**src/rtl/upd7800_pkg.sv**
```systemverilog
// upd7800_pkg: constants and types shared by the uPD7800 core blocks.
// Latency: n/a (declarations only). Backpressure: n/a.
// Contents: interrupt index of INTFT, timer widths, TC view struct.
package upd7800_pkg;

  // Bit position of the timer request within the core's intp vector.
  localparam int II_INTT  = 1;

  // Timer geometry: 12-bit down-counter above a 3-bit prescaler.
  localparam int TIMER_CW = 12;
  localparam int TIMER_PW = 3;

  // Packed view of TC[14:0] as {counter, prescaler}.
  typedef struct packed {
    logic [TIMER_CW-1:0] cnt;
    logic [TIMER_PW-1:0] pre;
  } tc_t;

endpackage

```
**src/rtl/upd7800_timer_presc.sv**
```systemverilog
// upd7800_timer_presc: PW-bit down-counting prescaler, load-to-max, wrap strobe.
// Latency: pre updates on the CLK after en/load; wrap is combinational from pre and en.
// Backpressure: none; en is a plain enable, load has priority over en.
// Ports: clk, rst (sync, active-high), en (count), load (force max),
//        pre (current value), wrap (en while pre==0: counter steps this CLK).
module upd7800_timer_presc #(
  parameter int PW = 3
) (
  input  logic          clk,
  input  logic          rst,
  input  logic          en,
  input  logic          load,
  output logic [PW-1:0] pre,
  output logic          wrap
);

  localparam logic [PW-1:0] PRE_MAX = '1;

  always_ff @(posedge clk) begin
    if (rst) begin
      pre <= PRE_MAX;
    end else if (load) begin
      pre <= PRE_MAX;
    end else if (en) begin
      // Decrement from 0 wraps naturally to all-ones.
      pre <= pre - PW'(1);
    end
  end

  assign wrap = en && !load && (pre == '0);

endmodule

```
**src/rtl/upd7800_timer_ctl.sv**
```systemverilog
// upd7800_timer_ctl: uPD7800 interval timer (prescaler + 12-bit counter, TM reload, INTFT).
// Latency: all outputs registered; reload lands one CLK after the TC_UF strobe.
// Backpressure: none; TICK/STM/TM_WE/INTFT_CLR are single-CLK strobes, never stalled.
// Ports: CLK, RES (sync active-high), TICK (prescaler enable), TM_WE/TM_DI (TM write),
//        STM (restart from TM), INTFT_CLR (clear request); TC {cnt,pre}, TC_UF (underflow
//        strobe), INTFT (request flag), TM_Q (modulus register).
module upd7800_timer_ctl
  import upd7800_pkg::*;
#(
  parameter int                 CW       = TIMER_CW,
  parameter int                 PW       = TIMER_PW,
  parameter logic [CW-1:0]      TM_RESET = '1
) (
  input  logic                 CLK,
  input  logic                 RES,
  input  logic                 TICK,
  input  logic                 TM_WE,
  input  logic [CW-1:0]        TM_DI,
  input  logic                 STM,
  input  logic                 INTFT_CLR,
  output logic [CW+PW-1:0]     TC,
  output logic                 TC_UF,
  output logic                 INTFT,
  output logic [CW-1:0]        TM_Q
);

  logic [CW-1:0] cnt;
  logic [CW-1:0] tm_q;
  logic [CW-1:0] tm_next;
  logic [PW-1:0] pre;
  // Set on the underflow CLK; it is both the visible TC_UF strobe and the
  // "reload on the next CLK" request, since the two always coincide.
  logic          pending;
  logic          intft;

  logic          tc_zero;
  logic          uf_hit;
  logic          reload;
  logic          pre_en;
  logic          pre_load;
  logic          pre_wrap;

  // A TM write coincident with STM or reload is written through to the counter.
  assign tm_next  = TM_WE ? TM_DI : tm_q;

  assign tc_zero  = (cnt == '0) && (pre == '0);

  // STM outranks a pending reload, which outranks TICK.
  assign reload   = pending && !STM;
  assign pre_load = STM || pending;
  assign uf_hit   = TICK && !pre_load && tc_zero;
  // At TC==0 the tick is consumed by underflow detection: TC holds at zero.
  assign pre_en   = TICK && !pre_load && !tc_zero;

  upd7800_timer_presc #(
    .PW (PW)
  ) u_presc (
    .clk  (CLK),
    .rst  (RES),
    .en   (pre_en),
    .load (pre_load),
    .pre  (pre),
    .wrap (pre_wrap)
  );

  always_ff @(posedge CLK) begin
    if (RES) begin
      cnt     <= TM_RESET;
      tm_q    <= TM_RESET;
      pending <= 1'b0;
      intft   <= 1'b0;
    end else begin
      tm_q <= tm_next;

      if (pre_load) begin
        cnt <= tm_next;
      end else if (pre_wrap) begin
        cnt <= cnt - CW'(1);
      end

      // Cleared by STM or by the reload itself, since uf_hit is 0 then.
      pending <= uf_hit;

      // Set beats clear so a request arriving with SKIT is never lost.
      if (reload) begin
        intft <= 1'b1;
      end else if (INTFT_CLR) begin
        intft <= 1'b0;
      end
    end
  end

  assign TC    = {cnt, pre};
  assign TC_UF = pending;
  assign INTFT = intft;
  assign TM_Q  = tm_q;

endmodule

```
**config.mk**
```make
export PLATFORM = sky130hd
export DESIGN_NAME = upd7800_timer_ctl
export DESIGN_NICKNAME = d
export VERILOG_FILES = /design/src/rtl/upd7800_pkg.sv /design/src/rtl/upd7800_timer_presc.sv /design/src/rtl/upd7800_timer_ctl.sv
export SDC_FILE = /design/constraint.sdc
export NUM_CORES = 1
export LEC_CHECK = 0
export CORE_MARGIN = 4
export CORE_UTILIZATION = 57
export DETAILED_ROUTE_END_ITERATION = 10
export DONT_BUFFER_PORTS = 1
export PLACE_DENSITY = 0.72
export SLEW_MARGIN = 10
export SYNTH_ARGS = -nofsm -noshare
export SYNTH_HDL_FRONTEND = slang
export SYNTH_SLANG_ARGS = --single-unit
```
**constraint.sdc**
```tcl
create_clock -name CLK -period 2.7 [get_ports CLK]
set_input_delay 0 -clock CLK [delete_from_list [all_inputs] [get_ports CLK]]
set_output_delay 0 -clock CLK [all_outputs]
set_load 0.02 [all_outputs]
```
Word level (Yosys, flattened, before mapping)
Index checks and enable logic that the tools add are counted.

word-level totals
  RAM bits = 0
  memories kept = 0
  output and inout bits = 29
  bits in registers = 29
  latch bits = 0
  bits of input ports = 18
  word-level logic and storage cells = 28
  memory bits (read-only) = 0

operators by class
  div/mod/pow operators = 0
  bitwise gates (word level) = 0
  reduce and logical (&&, ||, !) cells = 16
  eq/ne operators = 0
  shift operators = 0
  multiplexer cells = 5
  multiply operators = 0
  magnitude comparators = 0
  add/subtract/negate cells = 2

operators by type and width
  cell                                                 number
  2-to-1 mux 12 bit                                    3
  logical NOT 12 bit                                   1
  subtractor 12 x 1 -> 12 bit (second input constant)  1
  logical AND 1 bit                                    7
  nonzero test 2 bit                                   2
  logical NOT 1 bit                                    3
  logical NOT 3 bit                                    1
  subtractor 3 x 1 -> 3 bit (second input constant)    1
  2-to-1 mux 1 bit                                     2
  OR reduction 2 bit                                   1
  logical OR 1 bit                                     1

Depth between registers and ports, before layout
Gate-level depths: netlist (run 1).

  depth in word-level cells = 8
  depth in mapped cells = 7
  depth with buffers taken out = 6

Modules after synthesis
Synthesis (run 1) repeated with hierarchy kept, for this count alone.

unflattened totals
  cells, all modules = 152
  area, all modules = 1348.8 µm²

by module, submodules not included
  module               cells each  instances  seq. area each (µm²)  area an instance (µm²)
  upd7800_timer_ctl    136         1          520.5                 1197.4
  upd7800_timer_presc  16          1          60.1                  151.4

Worst setup path after synthesis (run 1)
Ideal clock, no wire load.

  path type = register to register
  start point = reg cnt[5]
  end point = reg cnt[11]
  data required time = 2622 ps
  cell stages (with the launch flop) = 7
  arrival = 1924 ps
  period minus slack after synthesis = 2002 ps
  slack = 698 ps
  buffers on the path = 2
  setup time = 78 ps
  path through = dfxtp_1 or4_1 buf_2 or3_1 buf_2 o31a_1 nor3_1

on the way
  cells in the longest elaborated chain, start to end = 7
  elaborated cells between the ends (all ways) = 10
  those cells by class = add/sub (1); mux (2); reduce/logical (7)

RTL lines
  item                                                                                 RTL line                 RTL
  from (decl)                                                                          upd7800_timer_ctl.sv:27  logic [CW-1:0] cnt;
  from (signal assigned)                                                               upd7800_timer_ctl.sv:76  cnt <= tm_next;
  from (signal assigned)                                                               upd7800_timer_ctl.sv:78  cnt <= cnt - CW'(1);
  parallel branches: the longest is 7 deep, another holds subtractor 12 x 1 -> 12 bit  n/a

Parallel ways; which one is timed is not known. The select of a mux whose other input is x is not followed.
A chain may end at the register's enable or synchronous reset.

Worst setup path in the final report (run 1)
  start point = reg cnt[5]
  end point = reg u_presc.pre[2]

on the way
  cells in the longest elaborated chain, start to end = 4

RTL lines
  item                  RTL line                   RTL
  logical NOT 12 bit    upd7800_timer_ctl.sv:46    assign tc_zero = (cnt == '0) && (pre == '0);
  logical AND 1 bit     upd7800_timer_ctl.sv:46
  logical NOT 1 bit     upd7800_timer_ctl.sv:53    assign pre_en = TICK && !pre_load && !tc_zero;
  logical AND 1 bit     upd7800_timer_ctl.sv:53
  to (signal assigned)  upd7800_timer_presc.sv:26  pre <= pre - PW'(1);
  to (decl)             upd7800_timer_presc.sv:13  output logic [PW-1:0] pre,

Every way passes these cells.

==> metrics.md, run 1 <==
| Metric | Value |
|---|---|
| Status | `finished clean` |
| Cell breakdown of the critical path | `or4_1 > nor3_2 > buf_4 > a311oi_1 > a211o_1` |
| Drt drc | `0` |
| Vias per cell | `6.32` |
| Final Max Slew Viols | `0` |
| Metal-1 WL | `1.79 mm` |
| Post-synth EDFFs | `0` |
| Top sig layer | `met4` |
| Setup TNS Final | `0 ns` |
| Peak VDD IR | `0.413 mV` |
| Cells after synthesis | `183` |
| Slowest-stage cell, CP | `or4_1` |
| Post-synth top flop | `dfxtp_1` |
| TritonCTS buffer count | `5` |
| Worst min-delay path class | `primary input to flop` |
| Maximum clock path buffer count | `2` |
| Synth Area per Inst | `8.52 µm²` |
| Worst-margin pin slew | `0.892 ns` |
| Reg-to-reg setup timing slack | `0.52 ns` |
| N_diodes | `0` |
| DRT Pass-1 Iters | `4` |
| Number of buffers inserted by port buffering | `0` |
| Post-synth cell types | `37` |
| RR Endpoint | `u_presc.pre[2]` |
| Slew margin rel. | `40.3%` |
| Clock sink count | `29` |
| Fill cells | `215` |
| First-pass GRT wire length | `6.66 mm` |
| Largest net degree at the start of global routing | `24` |
| Final wirelength | `4.03 mm` |
| Sequential element share of the synthesized area | `37.2%` |
| Yosys top cell area share | `37.2%` |
| # setup viols final | `0` |
| Period minus WS final | `2.18 ns` |
| Cells on Worst Hold Path | `3` |
| CTS tree | `yes` |
| Hold Path Origin | `TICK` |
| Final Skew | `0.00777 ns` |
| Max Cap Viol | `0` |
| DR iter-0 viols | `73` |
| Pwr dens | `496 mW/mm²` |
| Starting Density | `61.3%` |
| Number of I/O pins | `47` |
| Crit Path Class | `flop to flop` |
| Clock root buffer | `clkbuf_4` |
| Worst-Skew Late Latency | `0.32 ns` |
| RePlAce Congestion | `0.817` |
| Flops & latches, synth | `29` |
| RSZ-0062 raised after global routing | `false` |
| Routed wl met2 | `1.79 mm` |
| Filler-free cell count of the finished design | `227` |
| Crit start category | `flop` |
| DP Wirelength | `2.60 mm` |
| P_leak | `0.690 nW` |
| Multi-input logic area | `892 µm²` |
| Cell taking the most area after synthesis | `dfxtp_1` |
| Site row count | `18` |
| Die X | `60.3 µm` |
| Core Footprint | `0.00254 mm²` |
| Dpl cells | `201` |
| Reg clk slew, reported paths | `0.09 ns` |
| Die area | `0.00364 mm²` |
| Post-cts resize count | `0` |
| WP data arrival | `2.40 ns` |
| Final worst-path cycle share | `80.8%` |
| DIE HEIGHT | `60.3 µm` |
| Crit Reg-Reg Startpoint | `cnt[5]` |
| Final Hold Fails | `0` |
| Vias in the first global route | `1,422` |
| H-tree depth | `2` |
| GR Util All Layers | `24.5%` |
| Post-DP Area | `0.00156 mm²` |
| Via count | `1,435` |
| Synthesized area | `0.00156 mm²` |
| Layout cells sized above 1 | `7.11%` |
| CTS Hold Bufs | `19` |
| Grt ovf | `0` |
| Most instantiated library cell after synthesis | `dfxtp_1` |
| Net Count, Synth | `205` |
| Antenna-violating nets left | `0` |
| Peak Freq | `0.458 GHz` |
| Worst Setup End Kind | `flop` |
| Syn-to-layout area delta | `16.0%` |
| Register area | `581 µm²` |
| Synth warn | `0` |
| Post-layout nets | `219` |
| CP peak stage delay | `0.69 ns` |
| Post-DR wirelength/cell | `17.8 µm` |
| Req. time, crit path | `2.92 ns` |
| Post-route design area | `0.00181 mm²` |
| Endpoint, Worst Hold | `cnt[2]` |
| Detail Route met3 WL | `405 µm` |
| Initial antenna violation count | `0` |
| Fraction of registers with async set/reset | `0%` |
| Synth top area cells | `dfxtp_1 37%, a211o_1 6.7%, o211ai_1 4.8%, nor2b_1 4.0%, nor2_1 3.4%` |
| Commonest cells post-synth | `29 x dfxtp_1, 14 x nor2_1, 13 x clkbuf_1, 12 x a211o_1, 12 x nand2_1` |
| CP max FO | `13` |
| Post-CTS setup buffers | `0` |
| R2R cell count | `5` |
[critical path: cells and delay by family (launching register included)]
| family | cells | cell delay, ns |
|---|---|---|
| AOI/OAI and AO/OA | 2 | 0.38 |
| and+or+nand+nor | 2 | 1.01 |
| buffers and inverters | 1 | 0.26 |
| DFF | 1 | 0.43 |
[per-layer routing]
layer  global-route usage, %  up-vias
met5                       0        -
met4                    8.23        0
met3                    9.07        6
met2                    39.0       62
met1                    30.1      663
li1                        -      704
[area by class of cell]
class	instances	share of cell area [%]
Tap cell	30	2.08
Timing Repair Buffer	23	12.2
Inverter	6	1.25
Clock buffer	7	3.04
Sequential cell	29	32.1
Multi-Input combinational cell	132	49.3
[cell usage in the layout, fill, tap and decap left out, types with 6 or more instances in the layout]
cell            n
a211o_1        12
a21oi_1         7
dfxtp_1        29
dlygate4sd3_1  19
inv_1           6
nand2_1        12
nor2_1         14
nor2b_1        10
nor3_1         10
o211ai_1       10
[stage by stage]
| stage | power [W] | hold slack, ns | utilization (%) | setup WS, ns |
|---|---|---|---|---|
| 3_5_place_dp | 0.000605 | 0.0756 | 61.4 | 0.563 |
| 3_3_place_gp | 0.000602 | 0.0740 | 61.4 | 0.613 |
| 6_report | 0.000896 | 0.0292 | 71.0 | 0.519 |
| 4_1_cts | 0.000904 | 0.00664 | 71.0 | 0.540 |
| 5_1_grt | 0.000946 | 0.0301 | 71.0 | 0.409 |
| 2_1_floorplan | 0.000591 | 0.118 | - | 0.698 |
[sequential cells by signal, summed over array words and instances (netlist names)]
signal,flops
INTFT,1
TM_Q,12
u_presc.pre,3
cnt,12
TC_UF,1
[kinds of logic after synthesis]
kind of cell / after synthesis / share of synthesized area [%]
adder cells (fa/ha/maj): 4 / 3.21
multiplexers: 5 / 3.29
flip-flops: 29 / 37.2
AND/OR/NAND/NOR: 73 / 25.4
buffers and inverters: 22 / 5.54
AO/OA/AOI/OAI: 50 / 25.4
[how the worst max path moves through the flow]
stage / end / slack, ns / startpoint / cells after the start
floorplan: cnt[11] / 0.70 / cnt[5] / 6
global placement: cnt[11] / 0.61 / cnt[5] / 4
detailed placement: u_presc.pre[2] / 0.56 / cnt[5] / 5
CTS: u_presc.pre[2] / 0.54 / cnt[5] / 5
global route: u_presc.pre[2] / 0.41 / cnt[5] / 5
finish: u_presc.pre[2] / 0.52 / cnt[5] / 5
[report_power, final]
group	total, W	internal [W]	switching, W
Clock	0.000268	0.000123	0.000145
Sequential	0.000517	0.000455	0.0000622
Combinational	0.000112	0.0000574	0.0000543
Total	0.000896	0.000635	0.000261
No activity file was read; power rests on OpenSTA's default activity.
==> inputs of run 2 (changes only) <==
- ABC_AREA: unset -> 1
- CORE_UTILIZATION: 57 -> 55
- PLACE_DENSITY: 0.72 -> 0.73
- clock period: 2.7 -> 1.8 ns (I/O delays scaled with it)
==> run 2 against run 1 <==
Compared with the run above: total power increased by 55%; global-route usage decreased by 1.5 points; largest cell class unchanged; first-iteration DRC count increased by 6.8%; combinational power increased by 91%; highest routed layer unchanged.
==> metrics.md, run 2 <==
| Metric | Value |
|---|---|
| P_leak | `0.833 nW` |
| Clock root buffer | `clkbuf_4` |
| N_diodes | `0` |
| Crit Path Class | `flop to flop` |
| Reg clk slew, reported paths | `0.09 ns` |
| Synthesized area | `0.00152 mm²` |
| TritonCTS buffer count | `5` |
| Combinational share of power | `15.4%` |
| Filler-free cell count of the finished design | `270` |
| Vias in the first global route | `1,334` |
| Fill cells | `204` |
| Dpl cells | `248` |
| Req. time, crit path | `2.06 ns` |
| Clock share of power | `28.7%` |
| Status | `finished clean` |
| Largest net degree at the start of global routing | `16` |
| DIE HEIGHT | `60.5 µm` |
| Via count | `1,466` |
| Post-layout nets | `262` |
| Antenna-violating nets left | `0` |
| Final wirelength | `3.79 mm` |
| Slowest-stage cell, CP | `dfxtp_1` |
| DR iter-0 viols | `78` |
| Internal | `0.000958 W` |
| Post-route design area | `0.00177 mm²` |
| Cell taking the most area after synthesis | `dfxtp_1` |
| Fraction of registers with async set/reset | `0%` |
| Final Hold Fails | `0` |
| Peak VDD IR | `0.638 mV` |
| Clock sink count | `29` |
| Peak Freq | `0.639 GHz` |
| CP max FO | `14` |
| Switching Share | `31.1%` |
| Part of the power in registers | `55.9%` |
| Period minus WS final | `1.56 ns` |
| RePlAce Congestion | `0.862` |
| Starting Density | `59.6%` |
| Cell mode on critical path | `inv_1` |
| Number of buffers inserted by port buffering | `0` |
| Syn-to-layout area delta | `16.7%` |
| Final Skew | `0.00519 ns` |
| Commonest cells post-synth | `63 x nand2_1, 42 x nand3_1, 29 x dfxtp_1, 21 x inv_1, 16 x nor2_1` |
| Cells after synthesis | `219` |
| Setup TNS Final | `0 ns` |
| H-tree depth | `2` |
| Final worst-path cycle share | `86.9%` |
| Synth top area cells | `dfxtp_1 38%, nand2_1 16%, nand3_1 14%, inv_1 5.2%, nor2_1 4.0%` |
| Flops & latches, synth | `29` |
| Core Footprint | `0.00254 mm²` |
| WP data arrival | `1.83 ns` |
| Crit start category | `flop` |
| Post-DP Area | `0.00156 mm²` |
| Site row count | `18` |
| Number of I/O pins | `47` |
| Commonest non-fill, non-tap cells in the layout | `63 x nand2_1, 42 x nand3_1, 29 x dfxtp_1, 21 x inv_1` |
| Grt ovf | `0` |
| CP peak stage delay | `0.39 ns` |
| Net Count, Synth | `241` |
| Slew margin rel. | `69.5%` |
| CTS tree | `yes` |
| Worst-Skew Late Latency | `0.33 ns` |
| Max Cap Viol | `0` |
| DP Wirelength | `2.77 mm` |
| Cell breakdown of the critical path | `inv_1 > ha_1 > inv_1 > nor2_2 > nand3_4 > inv_2 > nand2_1 > nand3_1` |
| Most instantiated library cell after synthesis | `nand2_1` |
| Worst Setup End Kind | `flop` |
| Die area | `0.00366 mm²` |
| Pwr dens | `786 mW/mm²` |
| Cell family with most CP delay | `simple AND/OR/NAND/NOR gates` |
| Net Switching | `0.000432 W` |
| Layout cells sized above 1 | `10.4%` |
| GR Util All Layers | `22.9%` |
| # setup viols final | `0` |
| Yosys top cell area share | `38.3%` |
| Final Max Slew Viols | `0` |
| Post-DR wirelength/cell | `14.0 µm` |
| Drt drc | `0` |
| Die X | `60.5 µm` |
| Commonest non-fill, non-tap cell in the layout | `nand2_1` |
| Initial antenna violation count | `0` |
| First-pass GRT wire length | `6.20 mm` |
| Synth Area per Inst | `6.92 µm²` |
| Post-synth cell types | `24` |
| Critical path buffers and inverters | `3` |
| Maximum clock path buffer count | `2` |
| Worst-margin pin slew | `0.456 ns` |
| DRT Pass-1 Iters | `4` |
| Synth warn | `0` |
| Vias per cell | `5.43` |
| Worst min-delay path class | `primary input to flop` |
| RSZ-0062 raised after global routing | `false` |
| Sequential element share of the synthesized area | `38.3%` |
| Post-synth EDFFs | `0` |
| Post-synth top flop | `dfxtp_1` |
## run 2: cell types whose count changed after synthesis, sizes merged, moves of 4 or more
cell | before | now
nand2 | 12 | 65
nand3 | 3 | 43
inv | 6 | 23
a211o | 12 | 0
clkbuf | 13 | 2
nor3 | 11 | 0
nor2b | 10 | 0
o211ai | 10 | 0
o21ai | 1 | 11
nor2 | 14 | 22
a211oi | 5 | 0
or3 | 5 | 0
nand2b | 4 | 0
## run 2: path summary, 6_finish.rpt
kind                  start             end  slack, ns  cells after the start
max          u_presc.pre[0]          cnt[5]       0.24                      8
min                   TM_WE        TM_Q[10]       0.03                      3
max reg2reg  u_presc.pre[0]          cnt[5]       0.24                      8
min reg2reg  u_presc.pre[1]  u_presc.pre[1]       0.59                      2
## run 2: logic make-up (layout without fill, tap and decap cells)
| logic type | after synthesis | after routing | synth area share [%] |
|---|---|---|---|
| flops | 29 | 29 | 38.3 |
| mux | 1 | 1 | 0.660 |
| compound gates | 15 | 15 | 4.95 |
| buf+inv | 30 | 51 | 8.17 |
| fa+ha+maj | 4 | 4 | 3.30 |
| simple gates | 134 | 134 | 41.2 |
| xor+xnor | 6 | 6 | 3.47 |
## run 2: final cells by class
cell class	instances	area (µm²)	area share (%)
sequential	29	581	32.8
multi-input combinational	160	815	46.0
clock buffer	7	55.1	3.11
timing repair buffer	21	195	11.0
tap	30	37.5	2.12
inverter	23	86.3	4.88
## run 2: metal layers
| layer | routed length (µm) | GRT usage, % | up-vias | part of all wire, % |
|---|---|---|---|---|
| met5 | 0 | 0 | - | 0 |
| met4 | 48 | 5.57 | 0 | 1.3 |
| met3 | 357 | 9.36 | 6 | 9.4 |
| met2 | 1830 | 36.4 | 68 | 48 |
| met1 | 1550 | 29.3 | 651 | 41 |
| li1 | - | - | 741 | - |
## run 2: power groups by stage
stage,Clock [W],Combinational [W],Sequential (W)
final,0.000399,0.000214,0.000777
after global routing,0.000437,0.000240,0.000786
after CTS,0.000402,0.000210,0.000777
after detailed placement,0,0.000179,0.000792
after global placement,0,0.000172,0.000790
after floorplan,0,0.000130,0.000791
## run 2: repair_timing
action | 4_1_cts | 5_1_grt
gates resized for setup | 0 | 1
hold buffers | 15 | 0
endpoints found under the setup margin | 0 | 11
buffers inserted | 0 | 0
hold endpoints to repair | 29 | 0
## run 2: metrics by stage
| step | hold slack, ns | total power, W | setup slack [ns] | util (%) |
|---|---|---|---|---|
| after floorplan | 0.136 | 0.000921 | 0.368 | - |
| after global placement | 0.0737 | 0.000962 | 0.258 | 61.4 |
| after detailed placement | 0.0773 | 0.000971 | 0.146 | 61.4 |
| after CTS | 0.0243 | 0.00139 | 0.131 | 69.4 |
| after global routing | 0.0630 | 0.00146 | 0.0753 | 69.5 |
| final | 0.0290 | 0.00139 | 0.235 | 69.5 |
## run 2: worst register-to-register path, delay by kind of cell, from the launching register on
| kind | cells | cell delay, ns |
|---|---|---|
| simple gates | 4 | 0.58 |
| flops | 1 | 0.39 |
| fa+ha+maj | 1 | 0.15 |
| buf+inv | 3 | 0.38 |
